`src/rtl/cpu_pkg.sv`:
```
// Shared types for the multi-cycle CPU sequencer:
// state encoding, stage strobe indices, default PC width.
package cpu_pkg;

  localparam int DEFAULT_PC_WIDTH = 8;

  localparam int NUM_STAGES = 5;
  localparam int STG_IF     = 0;
  localparam int STG_ID     = 1;
  localparam int STG_EX     = 2;
  localparam int STG_MEM    = 3;
  localparam int STG_WB     = 4;

  typedef enum logic [2:0] {
    S_IDLE,
    S_IF,
    S_ID,
    S_EX,
    S_MEM,
    S_WB,
    S_HALT
  } state_t;

endpackage

```
`src/rtl/pc_next_calc.sv`:
```
// Next-PC selection for write-back: jump over branch over increment.
// All arithmetic wraps modulo 2^PC_WIDTH.
module pc_next_calc
  import cpu_pkg::*;
#(
  parameter int PC_WIDTH = DEFAULT_PC_WIDTH
) (
  input  logic [PC_WIDTH-1:0] pc,
  input  logic                jump,
  input  logic [PC_WIDTH-1:0] jump_target,
  input  logic                branch_taken,
  input  logic [PC_WIDTH-1:0] branch_offset,
  output logic [PC_WIDTH-1:0] pc_next
);

  logic [PC_WIDTH-1:0] pc_inc;

  assign pc_inc = pc + PC_WIDTH'(1);

  always_comb begin
    pc_next = pc_inc;
    if (jump)
      pc_next = jump_target;
    else if (branch_taken)
      pc_next = pc_inc + branch_offset;
  end

endmodule

```
`src/rtl/multicycle_sequencer.sv`:
```
// PC owner and IF/ID/EX/MEM/WB stage generator for the multi-cycle CPU.
// Optional MEM watchdog: MULTICYCLE_SEQUENCER_MEM_TIMEOUT_EN.
module multicycle_sequencer
  import cpu_pkg::*;
#(
  parameter int                   PC_WIDTH       = DEFAULT_PC_WIDTH,
  parameter logic [PC_WIDTH-1:0]  RESET_PC       = '0,
  parameter int                   COUNT_WIDTH    = 16,
  parameter int                   TIMEOUT_CYCLES = 64
) (
  input  logic                   clock,
  input  logic                   reset_n,
  input  logic                   start,
  input  logic                   halt,
  input  logic                   mem_ready,
  input  logic                   skip_mem,
  input  logic                   jump,
  input  logic [PC_WIDTH-1:0]    jump_target,
  input  logic                   branch_taken,
  input  logic [PC_WIDTH-1:0]    branch_offset,
  output logic                   if_stage,
  output logic                   id_stage,
  output logic                   ex_stage,
  output logic                   mem_stage,
  output logic                   wb_stage,
  output logic [PC_WIDTH-1:0]    pc,
  output logic                   running,
  output logic                   halted,
  output logic [COUNT_WIDTH-1:0] instr_count,
  output logic                   timeout_err
);

  if (TIMEOUT_CYCLES < 1) begin : g_bad_timeout
    $error("TIMEOUT_CYCLES must be at least 1");
  end

  state_t                  state_q;
  state_t                  state_d;
  logic [NUM_STAGES-1:0]   stage_q;
  logic [NUM_STAGES-1:0]   stage_d;
  logic                    running_q;
  logic                    halted_q;
  logic [PC_WIDTH-1:0]     pc_q;
  logic [PC_WIDTH-1:0]     pc_nxt;
  logic [COUNT_WIDTH-1:0]  cnt_q;
  logic                    tmo_hit;

  pc_next_calc #(
    .PC_WIDTH (PC_WIDTH)
  ) u_pc_next (
    .pc            (pc_q),
    .jump          (jump),
    .jump_target   (jump_target),
    .branch_taken  (branch_taken),
    .branch_offset (branch_offset),
    .pc_next       (pc_nxt)
  );

`ifdef MULTICYCLE_SEQUENCER_MEM_TIMEOUT_EN
  localparam int WAIT_W = $clog2(TIMEOUT_CYCLES + 1);

  logic [WAIT_W-1:0] wait_q;
  logic              tmo_q;

  // fires on the cycle whose stall brings the count to the limit
  assign tmo_hit = (state_q == S_MEM) && !mem_ready &&
                   (wait_q == WAIT_W'(TIMEOUT_CYCLES - 1));

  always_ff @(posedge clock or negedge reset_n) begin
    if (!reset_n) begin
      wait_q <= '0;
      tmo_q  <= 1'b0;
    end else begin
      if (state_q != S_MEM)
        wait_q <= '0;
      else if (!mem_ready)
        wait_q <= wait_q + WAIT_W'(1);
      if (tmo_hit)
        tmo_q <= 1'b1;
    end
  end

  assign timeout_err = tmo_q;
`else
  assign tmo_hit     = 1'b0;
  assign timeout_err = 1'b0;
`endif

  always_comb begin
    state_d = state_q;
    unique case (state_q)
      S_IDLE,
      S_HALT: if (start) state_d = S_IF;
      S_IF:   state_d = S_ID;
      S_ID:   state_d = S_EX;
      S_EX:   state_d = skip_mem ? S_WB : S_MEM;
      S_MEM: begin
        if (mem_ready)
          state_d = S_WB;
        else if (tmo_hit)
          state_d = S_HALT;
      end
      S_WB:   state_d = halt ? S_HALT : S_IF;
      default: state_d = S_IDLE;
    endcase
  end

  always_comb begin
    stage_d = '0;
    unique case (state_d)
      S_IF:    stage_d[STG_IF]  = 1'b1;
      S_ID:    stage_d[STG_ID]  = 1'b1;
      S_EX:    stage_d[STG_EX]  = 1'b1;
      S_MEM:   stage_d[STG_MEM] = 1'b1;
      S_WB:    stage_d[STG_WB]  = 1'b1;
      default: stage_d = '0;
    endcase
  end

  always_ff @(posedge clock or negedge reset_n) begin
    if (!reset_n) begin
      state_q   <= S_IDLE;
      stage_q   <= '0;
      running_q <= 1'b0;
      halted_q  <= 1'b0;
      pc_q      <= RESET_PC;
      cnt_q     <= '0;
    end else begin
      state_q   <= state_d;
      stage_q   <= stage_d;
      running_q <= |stage_d;
      halted_q  <= (state_d == S_HALT);
      if (state_q == S_WB) begin
        pc_q  <= pc_nxt;
        cnt_q <= cnt_q + COUNT_WIDTH'(1);
      end
    end
  end

  assign if_stage    = stage_q[STG_IF];
  assign id_stage    = stage_q[STG_ID];
  assign ex_stage    = stage_q[STG_EX];
  assign mem_stage   = stage_q[STG_MEM];
  assign wb_stage    = stage_q[STG_WB];
  assign pc          = pc_q;
  assign running     = running_q;
  assign halted      = halted_q;
  assign instr_count = cnt_q;

endmodule

```
`config.mk`:
```
export PLATFORM = sky130hd
export DESIGN_NAME = multicycle_sequencer
export DESIGN_NICKNAME = d
export VERILOG_FILES = /design/src/rtl/cpu_pkg.sv /design/src/rtl/pc_next_calc.sv /design/src/rtl/multicycle_sequencer.sv
export SDC_FILE = /design/constraint.sdc
export NUM_CORES = 1
export LEC_CHECK = 0
export ABC_AREA = 1
export CAP_MARGIN = 15
export CELL_PAD_IN_SITES_DETAIL_PLACEMENT = 1
export CELL_PAD_IN_SITES_GLOBAL_PLACEMENT = 2
export CORE_ASPECT_RATIO = 0.9
export CORE_MARGIN = 5
export CORE_UTILIZATION = 24
export DETAILED_ROUTE_END_ITERATION = 6
export HOLD_SLACK_MARGIN = 0.03
export PLACE_DENSITY_LB_ADDON = 0.1
export SKIP_CTS_REPAIR_TIMING = 1
export SYNTH_ARGS = -nofsm -noshare
export SYNTH_HDL_FRONTEND = slang
export SYNTH_SLANG_ARGS = --single-unit
```
`constraint.sdc`:
```
create_clock -name clock -period 2.1 [get_ports clock]
set_clock_uncertainty 0.15 [all_clocks]
set_input_delay 0.42 -clock clock [delete_from_list [all_inputs] [get_ports clock]]
set_output_delay 0.42 -clock clock [all_outputs]
set_load 0.01 [all_outputs]
```
Yosys cells after proc, flatten, opt, wreduce, memory -nomap -nowiden:

Index checks and enable logic that the tools add are counted.
Widths: inputs -> output; s select.

* register bits: 34
* logic and storage cells: 36

* add/subtract/negate cells: 3
* equal/unequal tests: 12
* muxes and demuxes: 12
* reduce and logical (&&, ||, !) cells: 3

Operators with widths (count)
* $eq 3x3->1 const B: 6
* $pmux 3 s6: 1
* $add 16x1->16 const B: 1
* $mux 8: 2
* $eq 3x2->1 const B: 4
* $mux 3: 3
* $add 8x1->8 const B: 1
* $add 8x8->8: 1
* $eq 3x1->1 const B: 2
* $mux 1: 6
* $reduce_or 5->1: 1
* $logic_not 3->1: 1
* $reduce_or 2->1: 1

Logic depth before layout (Yosys ltp):

* depth after elaboration: 6
* depth in mapped cells: 16
* depth with buffers taken out: 16

Hierarchy:

Synthesis repeated with hierarchy kept, for this count alone.

* cells, all modules: 316
* area total of the unflattened synthesis: 2326.0 µm²

Modules (own cells, without submodules)
* multicycle_sequencer: area an instance 1687.9 µm², times used 1, cells an instance 206
* pc_next_calc: area an instance 638.1 µm², times used 1, cells an instance 110

Worst setup path before layout:

No wires, ideal clock.

* kind: register to register
* start: register pc_q[1], in the netlist pc[1]
* end: register pc_q[7], in the netlist pc[7]
* required time: 1.834 ns
* path buffers: 0
* slack: -0.141 ns
* cell stages (with the launch flop): 17
* period minus slack after synthesis: 2.241 ns
* arrival: 1.975 ns
* setup time: 0.116 ns
* path through: dfrtp_1 -> ha_1 -> nand3_1 -> nor2_1 -> nand2_1 -> xnor2_1 -> ha_1 -> nand2_1 -> inv_1 -> a21oi_1 -> nand2_1 -> nand2_1 -> nand3_1 -> nand2_1 -> nand3_1 -> nand2_1 -> nand2_1

* cells in the longest elaborated chain, start to end: 4

RTL lines
* start, declared: RTL line multicycle_sequencer.sv:43 `logic [PC_WIDTH-1:0] pc_q;`
* start signal, assigned: RTL line multicycle_sequencer.sv:134 `pc_q <= pc_nxt;`
* $add 8x1->8 (*): RTL line pc_next_calc.sv:18 `assign pc_inc = pc + PC_WIDTH'(1);`
* $add 8x8->8: RTL line pc_next_calc.sv:25 `pc_next = pc_inc + branch_offset;`
* $mux 8 (*): RTL line pc_next_calc.sv:24 `else if (branch_taken)`
* $mux 8 (*): RTL line pc_next_calc.sv:22 `if (jump)`

Mark *: on every way between the ends. The rest lies on a longest branch, timed or not.
A chain may end at the register's enable or synchronous reset.

Worst setup path in the final report:

* start: register pc_q[0], in the netlist pc[0]
* end: register pc_q[4], in the netlist pc[4]

The elaborated chain is that of the path after synthesis.

==> results.md <==
- Run status: finished with violations
- Failing checks: setup timing
- Cells on worst reg2reg path: 12
- Most frequent cell after synthesis: nand2_1
- Via density: 4.18
- Root Buffer: clkbuf_8
- Net Switching: 1.67 mW
- Sequential share of power: between 20 and 30%
- Placed cells: 454
- Flop2flop setup slack: -0.19 ns
- Count of port buffers added during placement: 54
- Gate power share: 62.9%
- Area share of the largest cell type after synthesis: between 40% and 50%
- Ys flop type: dfrtp_1
- Final period util: 109%
- Nets@finish: approximately 380
- Multi-input gate area in the final layout: approximately 1200 um2
- Synth cell types: 31
- Drt total wl: 5770 um
- Maxcap violations: 0
- Worst path slowest cell: dfrtp_1
- All-Layer GR Usage: a little under an eighth
- Clock Path Buffers: 2
- Ys Warns: 0
- CP cell instances: buf_4 > inv_2 > nor2_4 > xor2_2 > ha_1 > a21oi_1 > nand2_1 > or2_2 > nand3_1 > nand2_1 > nor2_1 > o22ai_1
- Asr flop ratio synth: 100%
- DRT iter0 DRCs: 27
- Post-synth top cells: nand2_1 (65), dfrtp_1 (34), inv_1 (30)
- Worst Path Required: between 2 and 2.5 ns
- Crit path launch type: flop
- DRC viols: 0
- Clock Power Share: 11.4%
- Clk sink count: 34
- H-tree depth: 2
- Dominant cells by area after synthesis: dfrtp_1 (41%), nand2_1 (12%), xor2_1 (6.4%)
- Drt first pass iters: 4
- CTS buffer count: 5
- Register area share after synthesis: 41.4%
- First-pass GRT wire length: 9800 um
- Layout cells sized above 1: 21.7%
- Arrival time worst endpoint: about 2.3 ns
- Final setup fails: 6
- Core area: 8450 um2
- Post-layout util: 37.8%
- Final setup margin: -0.193 ns
- P_leak: 1.53 nW
- Remaining Overflow, GRT: 0
- Syn nets: between 200 and 300
- Pin count of the biggest net entering global routing: 24
- Average size of a mapped cell: around 8.0 um2
- Register bit count reported by yosys: 34
- RSZ-0062 raised after global routing: true
- Initial antenna violation count: 0
- Worst setup path end: pc[4]
- Total Power: 4.04 mW
- Row count: 32
- Most frequent CP cell: nand2_1
- Routability congestion estimate: around 0.73
- Sw Ratio: around two fifths
- Pwr dens: 1270 nW/um2
- Cell internal pwr: between 2 and 2.5 mW
- Width of the die: around 110 um
- I/O Pins: 56
- Number of global-route vias before repair: 2,024
- CTS clk-pin slew, worst paths: 0.07 ns
- Post-synthesis cell area: 2050 um2
- Setup WS pre-CTS: -0.407 ns
- Final Non-Filler Cells: 465
- Die Span Y: around 98 um
- Initial Util: approximately a quarter
- Area Growth Syn to Fin: 55.5%
- Number of diodes: 0
- Max stage delay on crit path: about 0.42 ns
- Fin. Hold Viols: 0
- Worst IR drop on VDD: 576 uV
- Setup crit start: pc[0]
- R2r endpoint: pc[4]
- Post-Synthesis Cells: between 200 and 300
- Hold crit path type: input pin to async pin
- Period minus WS final: 2.29 ns
- Die area: approximately 11,000 um2
- TritonCTS clock tree: built
- Critical path type: flop to flop
- FILL cells: roughly 1,000
- Synth area leader: dfrtp_1
- Max Slew Vio Count: 0
- DPL Wire Length: 4690 um
- R2r startpoint: pc[0]
- Worst-path maximum fanout: 5
- DR WL/cell: 12.4 um
- Routed Antenna Nets: 0
- FF+latch area: 852 um2
- Max frequency: 436 MHz
- Post-synth EDFFs: 0
- Worst skew pair latency: between 0.2 and 0.3 ns
- CP endpoint kind: flop
- Via count: approximately 2,000
worst max-delay path, delay by kind of cell (launching register included):
kind,cells,cell delay [ns]
simple gates,6,0.62
flops,1,0.42
fa+ha+maj,1,0.37
buf+inv,2,0.24
compound gates,2,0.22
xor+xnor,1,0.16
cell usage in the layout (no fill, tap or decap), types with 2 or more instances in the layout:
cell	count
o21ai_0	6
nand2_2	4
clkinv_2	2
xnor2_1	5
nor3_2	2
o22ai_1	3
or2_2	4
buf_4	32
nand3_1	16
ha_1	6
inv_2	3
ha_4	4
a21oi_2	3
inv_1	28
xor2_1	13
clkdlybuf4s50_1	54
nand2_1	63
dfrtp_1	33
nand3_4	3
nor2_4	4
nand3_2	3
nor2_1	21
nor3_1	3
clkbuf_8	5
o21ai_1	3
a21oi_1	7
nand4_1	5
cells by family (layout without fill, tap and decap cells):
| logic type | after synthesis | after routing | share of synthesized area, % |
|---|---|---|---|
| adder cells (fa/ha/maj) | 11 | 11 | 7.07 |
| other | 1 | 1 | 0.183 |
| AND/OR/NAND/NOR | 129 | 129 | 28.9 |
| AO/OA/AOI/OAI | 25 | 25 | 6.64 |
| buffers and inverters | 36 | 125 | 6.82 |
| XOR/XNOR | 21 | 21 | 8.96 |
| flip-flops | 34 | 34 | 41.4 |
layout make-up:
type / count / area share (%)
timing repair buffer: 86 / 24.5
sequential: 34 / 26.7
clock buffer: 5 / 2.16
clock inverter: 2 / 0.313
inverter: 32 / 3.76
multi-input combinational: 187 / 38.0
tap: 119 / 4.66
sequential cells by signal, summed over array words and instances, names as in the netlist:
signal	count
halted	1
stage_q	5
instr_count	16
pc	8
state_q	3
running	1
power groups by stage:
stage                     sequential [mW]  clock, mW  combinational, mW
after CTS                            1.03      0.488               2.25
after global placement               1.04          0               2.24
after floorplan                      1.11          0               1.09
after detailed placement             1.04          0               2.23
after global routing                 1.07      0.513               2.86
final                                1.04      0.462               2.54
per-layer routing:
metal	part of all wire, %	wire (um)	global-route usage [%]
met2	43	2500	16.7
met1	52	2980	16.8
met3	4.2	245	3.04
met4	0.76	44	2.62
met5	0	0	0
stage by stage:
| step | hold slack (ns) | setup TNS, ns | cell area (um2) |
|---|---|---|---|
| 2_1_floorplan | -0.0256 | -0.156 | 2070 |
| 3_3_place_gp | 0.308 | -1.81 | 2950 |
| 3_5_place_dp | 0.325 | -2.06 | 2950 |
| 4_1_cts | 0.331 | -1.55 | 3030 |
| 5_1_grt | 0.344 | -1.74 | 3190 |
| 6_report | 0.325 | -0.730 | 3190 |
how the worst min path moves through the flow:
| stage | to | cells after the start |
|---|---|---|
| 6_report | pc[7] | 2 |
| 5_1_grt | instr_count[15] | 1 |
| 4_1_cts | halted | 2 |
| 3_5_place_dp | instr_count[15] | 1 |
| 3_3_place_gp | instr_count[15] | 1 |
| 2_1_floorplan | halted | 0 |
No activity file was read; power rests on OpenSTA's default activity.
